--- src/rtl/kd_pkg.sv ---
// Shared key codes, state encodings and key-class helpers for the keypad entry controller.
package kd_pkg;

    localparam logic [3:0] KEY_CLEAR = 4'hA;
    localparam logic [3:0] KEY_ENTER = 4'hB;
    localparam logic [3:0] KEY_NONE  = 4'hF;

    typedef enum logic [1:0] {
        EntIdle,
        EntEntry,
        EntCommit
    } entry_state_e;

    typedef enum logic [1:0] {
        DbRel,
        DbPressWait,
        DbPressed,
        DbRelWait
    } db_state_e;

    // Codes 0xC-0xE carry no meaning and behave exactly like KEY_NONE.
    function automatic logic key_is_none(input logic [3:0] code);
        return code >= 4'hC;
    endfunction

    function automatic logic key_is_digit(input logic [3:0] code);
        return code <= 4'h9;
    endfunction

endpackage

--- src/rtl/kd_debounce.sv ---
// Debounces the decoded key code: one event per press, none on release or bounce.
module kd_debounce
    import kd_pkg::*;
#(
    parameter logic [15:0] DebounceCycles = 16'd50000
) (
    input  logic       clk_i,
    input  logic       rst_ni,
    input  logic [3:0] key_code_i,
    output logic       event_o,
    output logic [3:0] code_o
);

    db_state_e   state_q;
    logic [15:0] cnt_q;
    logic [3:0]  code_q;
    logic        stable;
    logic        none;

    assign stable  = (key_code_i == code_q);
    assign none    = key_is_none(key_code_i);
    // Event fires in the cycle the count completes so the entry FSM acts on that edge.
    assign event_o = (state_q == DbPressWait) && stable && (cnt_q == DebounceCycles);
    assign code_o  = code_q;

    always_ff @(posedge clk_i or negedge rst_ni) begin
        if (!rst_ni) begin
            state_q <= DbRel;
            cnt_q   <= 16'd0;
            code_q  <= 4'd0;
        end else begin
            case (state_q)
                DbRel: begin
                    if (!none) begin
                        state_q <= DbPressWait;
                        code_q  <= key_code_i;
                        cnt_q   <= 16'd0;
                    end
                end
                DbPressWait: begin
                    if (!stable) begin
                        state_q <= DbRel;
                        cnt_q   <= 16'd0;
                    end else if (cnt_q == DebounceCycles) begin
                        state_q <= DbPressed;
                        cnt_q   <= 16'd0;
                    end else begin
                        cnt_q <= cnt_q + 16'd1;
                    end
                end
                DbPressed: begin
                    if (none) begin
                        state_q <= DbRelWait;
                        cnt_q   <= 16'd0;
                    end
                end
                DbRelWait: begin
                    if (!none) begin
                        state_q <= DbPressed;
                        cnt_q   <= 16'd0;
                    end else if (cnt_q == DebounceCycles) begin
                        state_q <= DbRel;
                        cnt_q   <= 16'd0;
                    end else begin
                        cnt_q <= cnt_q + 16'd1;
                    end
                end
                default: begin
                    state_q <= DbRel;
                    cnt_q   <= 16'd0;
                end
            endcase
        end
    end

endmodule

--- src/rtl/kd_entry_ctrl.sv ---
// Keypad entry controller: assembles up to four BCD digits from debounced key events
// and hands the committed number downstream over a valid/ready handshake.
module kd_entry_ctrl
    import kd_pkg::*;
#(
    parameter logic [15:0] DEBOUNCE_CYCLES = 16'd50000,
    parameter logic [27:0] TIMEOUT_CYCLES  = 28'd250000000
) (
    input  logic        clk,
    input  logic        rst_n,
    input  logic [3:0]  key_code,
    output logic [15:0] entry_bcd,
    output logic [2:0]  digit_count,
    output logic [15:0] value_bcd,
    output logic        value_valid,
    input  logic        value_ready,
    output logic        key_event,
    output logic        entry_err,
    output logic        entry_timeout
);

    logic       db_event;
    logic [3:0] db_code;

    kd_debounce #(
        .DebounceCycles(DEBOUNCE_CYCLES)
    ) u_debounce (
        .clk_i      (clk),
        .rst_ni     (rst_n),
        .key_code_i (key_code),
        .event_o    (db_event),
        .code_o     (db_code)
    );

    entry_state_e state_q;
    logic [15:0]  entry_bcd_q;
    logic [2:0]   count_q;
    logic [15:0]  value_bcd_q;
    logic         value_valid_q;
    logic         key_event_q;
    logic         entry_err_q;
    logic         entry_timeout_q;
    logic [27:0]  tmo_q;

    always_ff @(posedge clk or negedge rst_n) begin
        if (!rst_n) begin
            state_q         <= EntIdle;
            entry_bcd_q     <= 16'h0000;
            count_q         <= 3'd0;
            value_bcd_q     <= 16'h0000;
            value_valid_q   <= 1'b0;
            key_event_q     <= 1'b0;
            entry_err_q     <= 1'b0;
            entry_timeout_q <= 1'b0;
            tmo_q           <= 28'd0;
        end else begin
            key_event_q     <= db_event;
            entry_err_q     <= 1'b0;
            entry_timeout_q <= 1'b0;
            case (state_q)
                EntIdle: begin
                    tmo_q <= 28'd0;
                    if (db_event) begin
                        if (key_is_digit(db_code)) begin
                            entry_bcd_q <= {12'h000, db_code};
                            count_q     <= 3'd1;
                            state_q     <= EntEntry;
                        end else if (db_code == KEY_ENTER) begin
                            entry_err_q <= 1'b1;
                        end
                    end
                end
                EntEntry: begin
                    // An event in the same cycle as expiry wins and restarts the idle count.
                    if (db_event) begin
                        tmo_q <= 28'd0;
                        if (key_is_digit(db_code)) begin
                            if (count_q == 3'd4) begin
                                entry_err_q <= 1'b1;
                            end else begin
                                entry_bcd_q <= {entry_bcd_q[11:0], db_code};
                                count_q     <= count_q + 3'd1;
                            end
                        end else if (db_code == KEY_CLEAR) begin
                            entry_bcd_q <= 16'h0000;
                            count_q     <= 3'd0;
                            state_q     <= EntIdle;
                        end else if (db_code == KEY_ENTER) begin
                            value_bcd_q   <= entry_bcd_q;
                            value_valid_q <= 1'b1;
                            state_q       <= EntCommit;
                        end
                    end else if (tmo_q == TIMEOUT_CYCLES - 28'd1) begin
                        tmo_q           <= 28'd0;
                        entry_timeout_q <= 1'b1;
                        entry_bcd_q     <= 16'h0000;
                        count_q         <= 3'd0;
                        state_q         <= EntIdle;
                    end else begin
                        tmo_q <= tmo_q + 28'd1;
                    end
                end
                EntCommit: begin
                    tmo_q <= 28'd0;
                    if (db_event) begin
                        entry_err_q <= 1'b1;
                    end
                    if (value_valid_q && value_ready) begin
                        value_valid_q <= 1'b0;
                        entry_bcd_q   <= 16'h0000;
                        count_q       <= 3'd0;
                        state_q       <= EntIdle;
                    end
                end
                default: begin
                    state_q <= EntIdle;
                end
            endcase
        end
    end

    assign entry_bcd     = entry_bcd_q;
    assign digit_count   = count_q;
    assign value_bcd     = value_bcd_q;
    assign value_valid   = value_valid_q;
    assign key_event     = key_event_q;
    assign entry_err     = entry_err_q;
    assign entry_timeout = entry_timeout_q;

endmodule

--- config.mk ---
export PLATFORM = sky130hd
export DESIGN_NAME = kd_entry_ctrl
export DESIGN_NICKNAME = d
export VERILOG_FILES = /design/src/rtl/kd_pkg.sv /design/src/rtl/kd_debounce.sv /design/src/rtl/kd_entry_ctrl.sv
export SDC_FILE = /design/constraint.sdc
export NUM_CORES = 1
export LEC_CHECK = 0
export ABC_AREA = 1
export BUFFER_PORTS_ARGS = -buffer_cell sky130_fd_sc_hd__buf_2
export CORE_UTILIZATION = 35
export DETAILED_ROUTE_END_ITERATION = 12
export GPL_ROUTABILITY_DRIVEN = 0
export GPL_TIMING_DRIVEN = 1
export PLACE_DENSITY = 0.48
export SYNTH_ARGS = -nofsm -noshare
export SYNTH_HDL_FRONTEND = slang
export SYNTH_SLANG_ARGS = --single-unit
--- constraint.sdc ---
create_clock -name clk -period 3.3 [get_ports clk]
set_input_delay 0.165 -clock clk [delete_from_list [all_inputs] [get_ports clk]]
set_output_delay 0.165 -clock clk [all_outputs]
set_load 0.05 [all_outputs]
==> impl_metrics.yaml, run 1 <==
layout:
  post-route-util_pct: 40.52
  area_growth_pct: 12.84
  diodes: 0
  nets: 825
  drive_gt1_share_pct: 11.56
min_path:
  hold_path_depth: 3
  hold_path.class: "in2reg"
  hold_path_end: "u_debounce.code_o[1]"
  hold_start: "key_code[1]"
detailed_routing:
  via_count: 5097
  ant_nets: 0
  drtPass1Iterations: 5
  wirelength_mm: 14.69
  viasPerCell: 5.092
  drc: 0
  routedWlPerCell_microns: 14.67
  initialDrtViolationCount: 374
cts:
  cts.sinks: 91
  numCtsBuffers: 9
  root_buffer: "clkbuf_16"
  clock_latency_ns: 0.35
  cts_hold_buffers: 1
  post_cts_buffers: 0
  clkTransAtPathRegs_ns: 0.07
  cts_buffer_depth: 2
  cts_tree: "yes"
  post_cts_resized: 0
  cts_max_level: 3
logic_synthesis:
  synth_fa_ha_area_share_pct: 2.292
  synth_simple_gate_area_share_pct: 36.42
  avgSynthCellArea_sq_um: 7.164
  synth_top_family_by_area: "simple AND/OR/NAND/NOR gates"
  synthXorXnorAreaFrac_pct: 3.690
  syn_area_sq_mm: 0.005459
  synth_area_leaders: "dfrtp_1, nand2_1, nor2_1"
  synth_top_area_share_pct: 41.71
  syn-num-nets: 779
  ys_warn_count: 0
  synth_seq_cells: 91
  netlist-cell-type-count: 36
  synth_compound_area_share_pct: 7.082
  ys_seq_area_share_pct: 41.71
  synthMuxAreaShare_pct: 0.1834
  synth_largest_area_cell: "dfrtp_1"
  synthCells: 762
placed_design:
  port_buffers: 45
  place_ws_ns: 0.9766
  dp.final_hpwl_mm: 10.69
setup_path:
  crit_path_end_kind: "flop"
  crit_chain: "inv_1 -> ha_1 -> nand3_1 -> nor2_1 -> nand3_1 -> nand2_1 -> nor2_2 -> buf_4 -> nand2_4 -> nand2_1 -> nand2_1"
  crit_type: "reg2reg"
  critical_path_required_ns: 3.54
  rrSetupSlack_ns: 0.98
  cpMostUsedCell: "nand2_1"
  crit_path_start_kind: "flop"
  slowest_stage: "dfrtp_1"
  worstPathArrival_ns: 2.56
  slowest_delay_ns: 0.42
  r2r-start: "state_q[1]"
  r2r-end: "entry_bcd[8]"
  r2r.worst_path.cells: 11
  critPathMaxFanout: 19
timing:
  timing.final.crit_period_ns: 2.321
  tns_ns: 0
  hold_violations: 0
  setup_violations: 0
  worst_pin_slew_ns: 0.7394
  skew_ns: 0.01033
  slew_headroom_pct: 50.57
  clock.fmax_mhz: 430.8
  worst_slack_ns: 0.9786
  min_period_over_period_pct: 70.35
  rsz0062_at_grt: "false"
  drv_slew: 0
die:
  die_w_microns: 126.9
  fp.dieH_microns: 126.9
  core-area_sq_mm: 0.01520
  ioPinCount: 46
  dieArea_sq_mm: 0.01610
  initial_core_util_pct: 35.91
  rows: 45
pwr:
  power.share.combinational_pct: 13.1
  peakVddDrop_uv: 216.8
  p_switching_uw: 793.4
  powerDensity_mw_per_mm2: 417.8
  p_seq_share_pct: 46.6
  p_leak_nw: 2.778
  clkPwrFrac_pct: 40.3
  p_int_mw: 1.780
  p_sw_share_pct: 30.83
  power_mw: 2.573
global_routing:
  grt_pass1_wl_mm: 24.41
  grt_overflow: 0
  grt_pass1_vias: 4813
  antenna_found_initial: 0
  grt_max_degree: 41
  grtUsageTotal_pct: 19.21
run:
  drv_cap: 0
outcome:
  status: "complete, no violations"
==> cell type report <==
cell class,instances,area (sq um)
Clock buffer,9,225.2
Clock inverter,7,67.56
Fill cell,1592,9042
Inverter,90,337.8
Multi-Input combinational cell,561,2711
Sequential cell,91,2277
Tap cell,188,235.2
Timing Repair Buffer,55,305.3
==> flip-flops by register name, indices dropped and copies added (netlist names) <==
signal and count:
u_debounce.code_o 4, u_debounce.state_q 2, entry_err 1, entry_timeout 1, entry_bcd 16, digit_count 3
value_valid 1, state_q 2, u_debounce.cnt_q 16, value_bcd 16, tmo_q 28, key_event 1
==> stage by stage <==
| stage | std cells | hold WS (ns) | instance area (sq um) |
|---|---|---|---|
| final | 1001 | 0.1061 | 6160 |
| after global routing | 1001 | 0.1204 | 6160 |
| after CTS | 1001 | 0.09145 | 6160 |
| after detailed placement | 984 | 0.1881 | 5857 |
| after global placement | 984 | 0.1896 | 5857 |
| after floorplan | 762 | -0.1306 | 5459 |
==> power groups by stage <==
stage / Sequential, mW / Combinational, mW / Clock [mW]
3_5_place_dp: 1.22 / 0.340 / 0
4_1_cts: 1.20 / 0.342 / 1.07
3_3_place_gp: 1.22 / 0.339 / 0
5_1_grt: 1.20 / 0.385 / 1.11
6_report: 1.20 / 0.337 / 1.04
2_1_floorplan: 1.21 / 0.248 / 0
==> layout by cell type, fill, tap and decap left out <==
cell and instances:
and2_1 1, o31ai_1 1, nor2_4 3, a21oi_2 1, inv_1 81, clkinv_4 2
clkinvlp_4 1, nand4_1 23, nand2_4 1, nor3_1 31, o21ai_0 37, o21a_1 1
dfrtp_1 91, nand3_2 6, xnor2_1 4, nor2_2 4, o22ai_1 13, inv_6 1
xor2_1 19, dlygate4sd3_1 1, o211ai_1 1, ha_1 10, clkinv_1 2, nand2_1 208
buf_2 44, a21oi_1 5, a2bb2oi_1 1, clkbuf_16 9, nor2_1 110, mux2i_1 1
o21ai_1 11, nand3b_1 3, nand2_2 2, nand3_1 61, buf_4 10, inv_2 7
inv_8 3, nor4_1 3
==> routing by layer <==
| metal | up-vias | share of wire, % | GRT usage [%] |
|---|---|---|---|
| met5 | - | 0 | 0 |
| met4 | 0 | 2.0 | 6.583 |
| met3 | 20 | 4.8 | 2.699 |
| met2 | 123 | 46 | 30.96 |
| met1 | 2399 | 48 | 26.45 |
| li1 | 2555 | - | - |
==> Yosys cell counts <==
library cell,n
nand2_1,208
nor2_1,110
dfrtp_1,91
inv_1,81
nand3_1,61
o21ai_0,37
nor3_1,31
nand4_1,23
xor2_1,19
o22ai_1,13
o21ai_1,11
ha_1,10
inv_2,7
nand3_2,6
a21oi_1,5
buf_4,5
clkbuf_1,5
buf_2,4
nor2_2,4
xnor2_1,4
buf_6,3
nand3b_1,3
nor2_4,3
nor4_1,3
buf_1,2
clkinv_1,2
nand2_2,2
a21oi_2,1
a2bb2oi_1,1
and2_1,1
buf_8,1
mux2i_1,1
nand2_4,1
o211ai_1,1
o21a_1,1
o31ai_1,1
==> logic make-up (layout without fill, tap and decap cells) <==
logic type      Yosys count  after routing
fa+ha+maj                10             10
flops                    91             91
xor+xnor                 23             23
compound gates           71             71
buf+inv                 110            161
mux                       1              1
simple gates            456            456
==> critical path: cells and delay by family, from the launching register on <==
family	cells	cell delay, ns
flip-flops	1	0.42
buffers and inverters	2	0.38
AND/OR/NAND/NOR	8	1.06
adder cells (fa/ha/maj)	1	0.35
==> worst max path at each step <==
| stage | start | endpoint | slack [ns] | cells past startpoint |
|---|---|---|---|---|
| 3_3_place_gp | state_q[1] | entry_bcd[2] | 1.01 | 11 |
| 2_1_floorplan | digit_count[0] | digit_count[1] | 1.45 | 11 |
| 3_5_place_dp | u_debounce.cnt_q[0] | value_bcd[2] | 0.98 | 10 |
| 6_report | state_q[1] | entry_bcd[8] | 0.98 | 11 |
| 5_1_grt | u_debounce.cnt_q[0] | value_bcd[15] | 0.63 | 9 |
| 4_1_cts | u_debounce.cnt_q[0] | value_bcd[3] | 0.95 | 9 |
(Power assumes the default switching activity.)
==> inputs of run 2 (changes only) <==
--- a/config.mk
+++ b/config.mk
@@ -11,7 +11,7 @@
 export DETAILED_ROUTE_END_ITERATION = 12
 export GPL_ROUTABILITY_DRIVEN = 0
 export GPL_TIMING_DRIVEN = 1
-export PLACE_DENSITY = 0.48
+export PLACE_DENSITY = 0.5
 export SYNTH_ARGS = -nofsm -noshare
 export SYNTH_HDL_FRONTEND = slang
 export SYNTH_SLANG_ARGS = --single-unit
==> constraint.sdc (replaced) <==
create_clock -name clk -period 1.89 [get_ports clk]
set_input_delay 0.0945 -clock clk [delete_from_list [all_inputs] [get_ports clk]]
set_output_delay 0.0945 -clock clk [all_outputs]
set_load 0.05 [all_outputs]
==> impl_metrics.yaml, run 2 (synthesis results as in run 1) <==
outcome:
  status: "complete, no violations"
layout:
  regMostFlops: "tmo_q"
  layout.cells.most_common: "nand2_1"
  final_area_sq_mm: 0.006828
  layout_common_cells: "nand2_1, nor2_1, dfrtp_1, inv_1, nand3_1"
  drive_gt1_share_pct: 21.89
  nets: 880
  diodes: 0
  post-route-util_pct: 44.91
  largest_reg_flops: 28
  area_growth_pct: 25.07
die:
  dieArea_sq_mm: 0.01610
  fp.dieH_microns: 126.9
  initial_core_util_pct: 35.91
  ioPinCount: 46
  rows: 45
  die_w_microns: 126.9
  core-area_sq_mm: 0.01520
timing:
  min_period_over_period_pct: 95.35
  setup_violations: 0
  hold_violations: 0
  timing.final.crit_period_ns: 1.802
  rsz0062_at_grt: "true"
  slew_headroom_pct: 62.53
  drv_slew: 0
  clock.fmax_mhz: 554.9
  worst_pin_slew_ns: 0.5620
  skew_ns: 0.01144
setup_path:
  worstPathArrival_ns: 2.05
  critical_path_required_ns: 2.14
  cpMostUsedCell: "nand2_1"
  crit_chain: "inv_1 -> nand2_1 -> nor2_1 -> nand2_1 -> nor2_2 -> buf_6 -> nand3_4 -> nor2_4 -> nor2_4 -> buf_12 -> nand3_1 -> nand2_1"
  slowest_delay_ns: 0.42
  crit_type: "reg2reg"
  critPathMaxFanout: 10
  r2r.worst_path.cells: 12
  crit_family: "simple AND/OR/NAND/NOR gates"
  rrSetupSlack_ns: 0.09
  r2r-start: "u_debounce.cnt_q[11]"
  slowest_stage: "dfrtp_1"
  crit_path_start_kind: "flop"
  crit_buf_inv: 3
  crit_path_end_kind: "flop"
  r2r-end: "entry_bcd[15]"
global_routing:
  grt_overflow: 0
  grt_pass1_vias: 4976
  grtUsageTotal_pct: 19.49
  antenna_found_initial: 0
  grt_max_degree: 43
  grt_pass1_wl_mm: 24.85
cts:
  root_buffer: "clkbuf_16"
  clkTransAtPathRegs_ns: 0.08
  clock_latency_ns: 0.36
  cts_tree: "yes"
  cts_buffer_depth: 2
  cts_max_level: 3
  numCtsBuffers: 9
  cts.sinks: 91
pwr:
  power_mw: 4.589
  powerDensity_mw_per_mm2: 672.1
  peakVddDrop_uv: 419.3
  p_leak_nw: 3.056
min_path:
  hold_path_depth: 3
  hold_path_end: "u_debounce.code_o[1]"
  hold_path.class: "in2reg"
  hold_start: "key_code[1]"
detailed_routing:
  initialDrtViolationCount: 388
  viasPerCell: 5.010
  routedWlPerCell_microns: 14.44
  wirelength_mm: 15.25
  ant_nets: 0
  via_count: 5291
  drtPass1Iterations: 7
  drc: 0
placed_design:
  dp.final_hpwl_mm: 11.21
  placed_cell_area_sq_mm: 0.006237
  port_buffers: 45
run:
  drv_cap: 0
## run 2: cell types whose count changed in the layout (fill, tap and decap cells not counted), sizes merged
cell      previous run  this run
buf                 54       106
clkbuf               9        10
clkinv               4         1
clkinvlp             1         5
nand2              211       212
## run 2: how the worst max path moves through the flow
stage / from / slack (ns) / depth (start not counted) / end
finish: u_debounce.cnt_q[11] / 0.09 / 12 / entry_bcd[15]
global route: u_debounce.cnt_q[1] / -0.03 / 13 / entry_bcd[15]
CTS: u_debounce.cnt_q[1] / 0.02 / 13 / entry_bcd[11]
detailed placement: tmo_q[1] / 0.01 / 11 / tmo_q[22]
global placement: u_debounce.cnt_q[1] / 0.08 / 12 / tmo_q[22]
floorplan: digit_count[0] / 0.04 / 11 / digit_count[1]
## run 2: worst reg2reg max path: stages, from the launching register on
cell	delay, ns
dfrtp_1	0.42
inv_1	0.13
nand2_1	0.06
nor2_1	0.08
nand2_1	0.08
nor2_2	0.18
buf_6	0.13
nand3_4	0.09
nor2_4	0.14
nor2_4	0.10
buf_12	0.15
nand3_1	0.08
nand2_1	0.06
## run 2: repair_timing
action	CTS	global route
gates resized for setup	1	58
hold buffers	1	0
cloned	0	4
endpoints found under the hold margin	40	0
buffers inserted	0	7
pin swaps	0	11
setup endpoints to repair	2	75
## run 2: report_power, final
group          switching [mW]  leakage, nW  internal, mW
Combinational           0.456         1.66         0.242
Sequential             0.0809         1.25          2.01
Clock                   0.871        0.138         0.930
Total                    1.41         3.06          3.18
## run 2: per-stage QoR
step	std cells	hold slack [ns]	TNS (ns)	setup slack (ns)
detailed placement	1028	0.1238	0	0.01380
floorplan	762	-0.2011	0	0.04464
global route	1056	0.02595	-0.09449	-0.03135
CTS	1045	0.008183	0	0.01866
finish	1056	0.01387	0	0.08783
global placement	1028	0.1212	0	0.08014
## run 2: cell type report
class | instances | area, sq um
well taps | 188 | 235.2
inverters | 90 | 347.8
repair inverters | 1 | 5.005
flip-flops and latches | 91 | 2285
clock inverters | 7 | 66.31
clock buffers | 9 | 225.2
multi-input cells | 562 | 2869
fillers | 1570 | 8374
repair buffers | 108 | 794.5
## run 2: layer usage
layer  up-vias  global-route usage (%)  wire [microns]
li1       2666                       -               -
met1      2507                   27.08            7417
met2       104                   30.96            7093
met3        14                   2.868             534
met4         0                   6.793             206
met5         -                       0               0
